==> src/rtl/return_write_arbiter.sv <==
// Round-robin arbiter sharing one AXI-4 write master between two burst writers.
// A grant covers a whole burst (AW accept through B response); attributes are fixed.
module return_write_arbiter #(
  parameter int MEM_ADDR_WIDTH = 64,
  parameter int MEM_DATA_WIDTH = 512
) (
  input  logic                        system_clk,
  input  logic                        rst_n,

  input  logic [MEM_ADDR_WIDTH-1:0]   s0_awaddr,
  input  logic [7:0]                  s0_awlen,
  input  logic                        s0_awvalid,
  output logic                        s0_awready,
  input  logic [MEM_DATA_WIDTH-1:0]   s0_wdata,
  input  logic                        s0_wlast,
  input  logic                        s0_wvalid,
  output logic                        s0_wready,
  output logic                        s0_bvalid,
  output logic [1:0]                  s0_bresp,
  input  logic                        s0_bready,

  input  logic [MEM_ADDR_WIDTH-1:0]   s1_awaddr,
  input  logic [7:0]                  s1_awlen,
  input  logic                        s1_awvalid,
  output logic                        s1_awready,
  input  logic [MEM_DATA_WIDTH-1:0]   s1_wdata,
  input  logic                        s1_wlast,
  input  logic                        s1_wvalid,
  output logic                        s1_wready,
  output logic                        s1_bvalid,
  output logic [1:0]                  s1_bresp,
  input  logic                        s1_bready,

  output logic [MEM_ADDR_WIDTH-1:0]   m00_axi_awaddr,
  output logic [7:0]                  m00_axi_awlen,
  output logic                        m00_axi_awvalid,
  input  logic                        m00_axi_awready,
  output logic [2:0]                  m00_axi_awsize,
  output logic [1:0]                  m00_axi_awburst,
  output logic                        m00_axi_awlock,
  output logic [3:0]                  m00_axi_awcache,
  output logic [2:0]                  m00_axi_awprot,
  output logic [3:0]                  m00_axi_awqos,
  output logic [MEM_DATA_WIDTH-1:0]   m00_axi_wdata,
  output logic [MEM_DATA_WIDTH/8-1:0] m00_axi_wstrb,
  output logic                        m00_axi_wlast,
  output logic                        m00_axi_wvalid,
  input  logic                        m00_axi_wready,
  input  logic [1:0]                  m00_axi_bresp,
  input  logic                        m00_axi_bvalid,
  output logic                        m00_axi_bready,

  output logic                        grant_id,
  output logic                        busy,
  output logic                        protocol_error
);

  // Handshake rule on every channel: a transfer happens on a rising edge
  // where valid and ready are both high; valid never waits on ready.
  typedef enum logic [1:0] {S_IDLE, S_ADDR, S_DATA, S_RESP} state_t;

  state_t     state_q;
  logic       grant_q;
  logic       ptr_q;
  logic       err_q;
  logic [7:0] len_q;
  logic [7:0] cnt_q;

  logic       sel_awvalid, sel_wvalid, sel_wlast, sel_bready;
  logic [7:0] sel_awlen;
  logic       aw_hs, w_hs, b_hs;
  logic       arb_pick;

  assign sel_awvalid = grant_q ? s1_awvalid : s0_awvalid;
  assign sel_awlen   = grant_q ? s1_awlen   : s0_awlen;
  assign sel_wvalid  = grant_q ? s1_wvalid  : s0_wvalid;
  assign sel_wlast   = grant_q ? s1_wlast   : s0_wlast;
  assign sel_bready  = grant_q ? s1_bready  : s0_bready;

  // Only one requester: take it. Both: the pointer decides.
  assign arb_pick = (s0_awvalid & s1_awvalid) ? ptr_q : s1_awvalid;

  assign m00_axi_awaddr  = grant_q ? s1_awaddr : s0_awaddr;
  assign m00_axi_awlen   = sel_awlen;
  assign m00_axi_awvalid = (state_q == S_ADDR) & sel_awvalid;
  assign m00_axi_wdata   = grant_q ? s1_wdata : s0_wdata;
  assign m00_axi_wlast   = (state_q == S_DATA) & sel_wlast;
  assign m00_axi_wvalid  = (state_q == S_DATA) & sel_wvalid;
  assign m00_axi_bready  = (state_q == S_RESP) & sel_bready;

  assign m00_axi_awsize  = 3'b110;
  assign m00_axi_awburst = 2'b01;
  assign m00_axi_awlock  = 1'b0;
  assign m00_axi_awcache = 4'b0000;
  assign m00_axi_awprot  = 3'b000;
  assign m00_axi_awqos   = 4'b0000;
  assign m00_axi_wstrb   = '1;

  assign aw_hs = m00_axi_awvalid & m00_axi_awready;
  assign w_hs  = m00_axi_wvalid  & m00_axi_wready;
  assign b_hs  = m00_axi_bvalid  & m00_axi_bready;

  assign s0_awready = (state_q == S_ADDR) & ~grant_q & m00_axi_awready;
  assign s1_awready = (state_q == S_ADDR) &  grant_q & m00_axi_awready;
  assign s0_wready  = (state_q == S_DATA) & ~grant_q & m00_axi_wready;
  assign s1_wready  = (state_q == S_DATA) &  grant_q & m00_axi_wready;
  assign s0_bvalid  = (state_q == S_RESP) & ~grant_q & m00_axi_bvalid;
  assign s1_bvalid  = (state_q == S_RESP) &  grant_q & m00_axi_bvalid;
  assign s0_bresp   = ((state_q == S_RESP) & ~grant_q) ? m00_axi_bresp : 2'b00;
  assign s1_bresp   = ((state_q == S_RESP) &  grant_q) ? m00_axi_bresp : 2'b00;

  assign grant_id       = grant_q;
  assign busy           = (state_q != S_IDLE);
  assign protocol_error = err_q;

  always_ff @(posedge system_clk or negedge rst_n) begin
    if (!rst_n) begin
      state_q <= S_IDLE;
      grant_q <= 1'b0;
      ptr_q   <= 1'b0;
      err_q   <= 1'b0;
      len_q   <= 8'd0;
      cnt_q   <= 8'd0;
    end else begin
      case (state_q)
        S_IDLE: begin
          if (s0_awvalid | s1_awvalid) begin
            grant_q <= arb_pick;
            state_q <= S_ADDR;
          end
        end
        S_ADDR: begin
          if (aw_hs) begin
            len_q   <= sel_awlen;
            cnt_q   <= 8'd0;
            state_q <= S_DATA;
          end
        end
        S_DATA: begin
          if (w_hs) begin
            cnt_q <= cnt_q + 8'd1;
            // cnt_q holds the zero-based index of the beat being accepted
            if (sel_wlast) begin
              if (cnt_q != len_q) err_q <= 1'b1;
              state_q <= S_RESP;
            end else if (cnt_q == len_q) begin
              err_q <= 1'b1;
            end
          end
        end
        S_RESP: begin
          if (b_hs) begin
            ptr_q   <= ~grant_q;
            state_q <= S_IDLE;
          end
        end
        default: state_q <= S_IDLE;
      endcase
    end
  end

endmodule
==> config.mk <==
export PLATFORM = sky130hd
export DESIGN_NAME = return_write_arbiter
export DESIGN_NICKNAME = d
export VERILOG_FILES = /design/src/rtl/return_write_arbiter.sv
export SDC_FILE = /design/constraint.sdc
export NUM_CORES = 1
export LEC_CHECK = 0
export ABC_AREA = 0
export CORE_AREA = 2 2 736 738
export CTS_CLUSTER_DIAMETER = 80
export DETAILED_ROUTE_END_ITERATION = 8
export DIE_AREA = 0 0 738 740
export GPL_ROUTABILITY_DRIVEN = 0
export GPL_TIMING_DRIVEN = 0
export SLEW_MARGIN = 20
export SYNTH_ARGS = -nofsm -noshare
export SYNTH_HDL_FRONTEND = slang
export SYNTH_SLANG_ARGS = --single-unit
==> constraint.sdc <==
create_clock -name system_clk -period 6.5 [get_ports system_clk]
set_clock_uncertainty 0.2 [all_clocks]
set_input_delay 0.975 -clock system_clk [delete_from_list [all_inputs] [get_ports system_clk]]
set_output_delay 0.975 -clock system_clk [all_outputs]
set_load 0.1 [all_outputs]
# After elaboration in Yosys (flattened, before gate mapping)
# Cells that the tools add are included.
# classes
n_addsub,1
n_eq_ne,11
muxes,22
bitwise_logic,22
reduce_logical,10
# op_table
cell,count
$mux 512,1
$mux 64,1
$mux 8,3
$and 1x1->1,20
$pmux 8 s2,1
$mux 2,7
$ne 2x2->1 const B,5
$add 8x1->8 const B,1
$eq 8x8->1,1
$mux 1,8
$ne 8x8->1,1
$pmux 2 s4,1
$reduce_and 2->1,3
$reduce_bool 2->1,3
$reduce_and 5->1,1
$eq 2x2->1 const B,2
$reduce_and 4->1,1
$reduce_and 3->1,1
$eq 2x1->1 const B,1
$logic_not 2->1,1
$ne 2x1->1 const B,1
$not 1->1,1
$or 1x1->1,1
# totals
register_bits,21
out_inout_bits,682

# Longest topological paths before layout
# logic_depth
depth_word,5
mapped_depth,8

# Worst setup path before layout
# No wires, ideal clock.
# synth_path
path_type,flip-flop to output port
start,register grant_q (netlist: grant_id)
end,output port s0_awready
arrival_time_ns,2.894
required_ns,5.325
setup_slack_ns,2.431
stages_incl_launch_ff,6
n_path_buf,4
path_cell_list,dfrtp_1 -> buf_4 -> buf_2 -> clkbuf_1 -> clkbuf_1 -> nor2_1
# synth_via
elab_chain_cells,3
# synth_lines
element,line,text
"start, declared",63,logic grant_q;
"start signal, assigned",128,grant_q <= arb_pick;
$not 1->1,103,assign s0_awready = (state_q == S_ADDR) & ~grant_q & m00_axi_awready;
$and 1x1->1 (2 in a row),103,
"end, declared",13,"output logic s0_awready,"
# Every way passes these cells.

# Final worst setup path
# layout_path
start,register grant_q (netlist: grant_id)
end,output port m00_axi_wdata[170]
# layout_via
elab_chain_cells,1
# layout_lines
element,line,text
$mux 512,86,assign m00_axi_wdata = grant_q ? s1_wdata : s0_wdata;
"end, declared",44,"output logic [MEM_DATA_WIDTH-1:0] m00_axi_wdata,"
# Every way passes these cells.

==> results.cfg <==
[floorplan]
rows = 270
die_width_um = 738
start_util_pct = 1.64
ioPinCount = 1865
die-area_um2 = 546000
core_area_um2 = 539000
die_h_um = 740

[synth]
yosysWarnings = 0
seq_area_frac_synth_pct = 5.93
netlist_top_cells_count = mux2_2 (597), buf_4 (82), buf_2 (58)
syn_area_um2 = 8860
yosysTopAreaCell = mux2_2
synth_seq_cells = 21
synth-edff-count = 0
synth_area_leaders = mux2_2 (76%), buf_4 (6.9%), dfrtp_1 (5.9%), buf_2 (3.3%), ha_1 (0.85%)
synthFlopType = dfrtp_1
synth_top_area_share_pct = 75.9
async_reset_ff_share_pct = 100
syn_area_per_cell_um2 = 10.2
netlist_instances = 870
yosysUniqueCellTypes = 36
synth.most_common_cell = mux2_2

[clock_network]
cts_setup_buffers = 0
clock_tree.root_cell = clkbuf_16
cts_resized = 0
htreeDepth = 1
numCtsBuffers = 3
cts.sinks = 21
clk_pin_slew_worst_paths_ps = 60
clock_latency_ps = 260
cts_tree = built
cts_hold_buffers = 0
cts_buffer_depth = 2

[global_route]
grt_pass1_vias = 16600
grt_pass1_wl_um = 456000
grt_usage_pct = 14.8
grt_max_degree = 22
antenna_found_initial = 695
overflow = 0

[cells_and_area]
drive_above_1_share_pct = 35.1
multi_input_area_um2 = 7660
final_nets = 3930
area_growth_pct = 301
seqCellArea_um2 = 526
fillers = 63300

[detailed_routing]
dr.pass1.iters = 5
num_vias = 19300
viasPerCell = 1.91
wire_per_inst_um = 41.9
drtAntennaViolNets = 0
first_iter_violations = 1021
drt_drc_violations_left = 0
routed_wl_um = 424000

[worst_setup_path]
critPathRequiredTime_ps = 5320
crit_slowest_cell = clkdlybuf4s50_1
max_stage_delay_ps = 1250
critPathLaunchType = register
end_kind = primary output
crit_family = buffers and inverters
critPathKind = reg2out
cp_common_cell = buf_4
path_max_fanout = 11
cp.arrival_ps = 4450
path_cells = buf_4 -> buf_4 -> clkbuf_1 -> buf_2 -> mux2_2 -> clkdlybuf4s50_1
cp_num_buf_inv = 5

[pwr]
p_per_area_nw_per_um2 = 479
ir_drop_mv = 0.371
power.leakage_nw = 10.8

[sta]
final-max-slew-violation-count = 0
relSlewSlack_pct = 16.4
hold_viol_final = 0
setup_viol = 0
fin_crit_ps = 5630
fin_setup_tns_ps = 0
period_share_pct = 86.6
rsz0062_at_grt = no
fin_ws_ps = 870
tightest_slew_ps = 1250
timing.fmax_ghz = 0.178

[place]
place_ws_ps = 967
dpl.hpwl_um = 408000
port_buffers = 1783

[min_path]
hp-class = reg2reg

[status]
status = finished clean

[flow_run]
cap_viol_max_count = 0
layer usage:
layer	track usage, %	share of wire [%]	up-vias
met2	22.6	42	2402
met4	5.22	4.5	398
met3	13.1	19	1347
met1	14.4	34	8108
li1	-	-	7015
met5	0	0.68	-
registers in the layout, summed over array words and instances (netlist names):
signal and cells:
cnt_q 8, grant_id 1, len_q 8, protocol_error 1, ptr_q 1, state_q 2
report_power, final:
part	switching [W]	internal [W]
clock	0.0000483	0.0000836
combinational	0.0129	0.00373
sequential	0.0000389	0.000177
total	0.0130	0.00399
layout by cell type, fill, tap and decap left out, types with 5 or more instances in the layout:
cell,count
clkdlybuf4s50_1,1569
nand2_1,7
and3_1,6
nand3_1,7
buf_2,269
and2_1,7
inv_1,7
buf_4,85
dfrtp_1,21
clkbuf_1,10
xnor2_1,8
diode_2,157
nand4_1,5
conb_1,81
nor2_1,8
mux2_2,597
ha_1,6
cells by family (layout without fill, tap and decap cells):
kind of cell	after synthesis	in the layout	share of synthesized area, %
other	2	238	0.0848
DFF	21	21	5.93
AOI/OAI and AO/OA	19	19	1.48
and+or+nand+nor	54	54	3.39
adders and majority gates	6	6	0.847
buffers and inverters	158	1949	11.0
xor gates and xnor gates	8	8	0.791
muxes	602	602	76.5
cell type report:
type / instances / share of cell area (%)
antenna: 157 / 1.11
buffer: 151 / 2.68
clock buffer: 4 / 0.222
inverter: 7 / 0.0739
multi-input combinational: 770 / 21.6
sequential: 21 / 1.48
tap: 7208 / 25.4
timing repair buffer: 1787 / 47.5
metrics by stage:
step / hold slack, ps / power (W) / std cells / util [%] / cell area [um2]
6_report: 278 / 0.0170 / 10100 / 6.59 / 35500
5_1_grt: 286 / 0.0175 / 10000 / 6.55 / 35300
4_1_cts: 280 / 0.0172 / 9948 / 6.53 / 35200
3_5_place_dp: 269 / 0.0171 / 9944 / 6.51 / 35100
3_3_place_gp: 254 / 0.0174 / 9940 / 6.69 / 36000
2_1_floorplan: 280 / 0.0117 / 949 / - / 9160
worst paths after layout:
path,from,end,slack (ps),cells after the start
min in group asynchronous,rst_n,protocol_error,480,1
max reg2reg,grant_id,len_q[5],3680,6
min reg2reg,protocol_error,protocol_error,280,1
min,protocol_error,protocol_error,280,1
max in group asynchronous,rst_n,len_q[4],5280,1
max,grant_id,m00_axi_wdata[170],870,6
No activity file was read; power rests on OpenSTA's default activity.
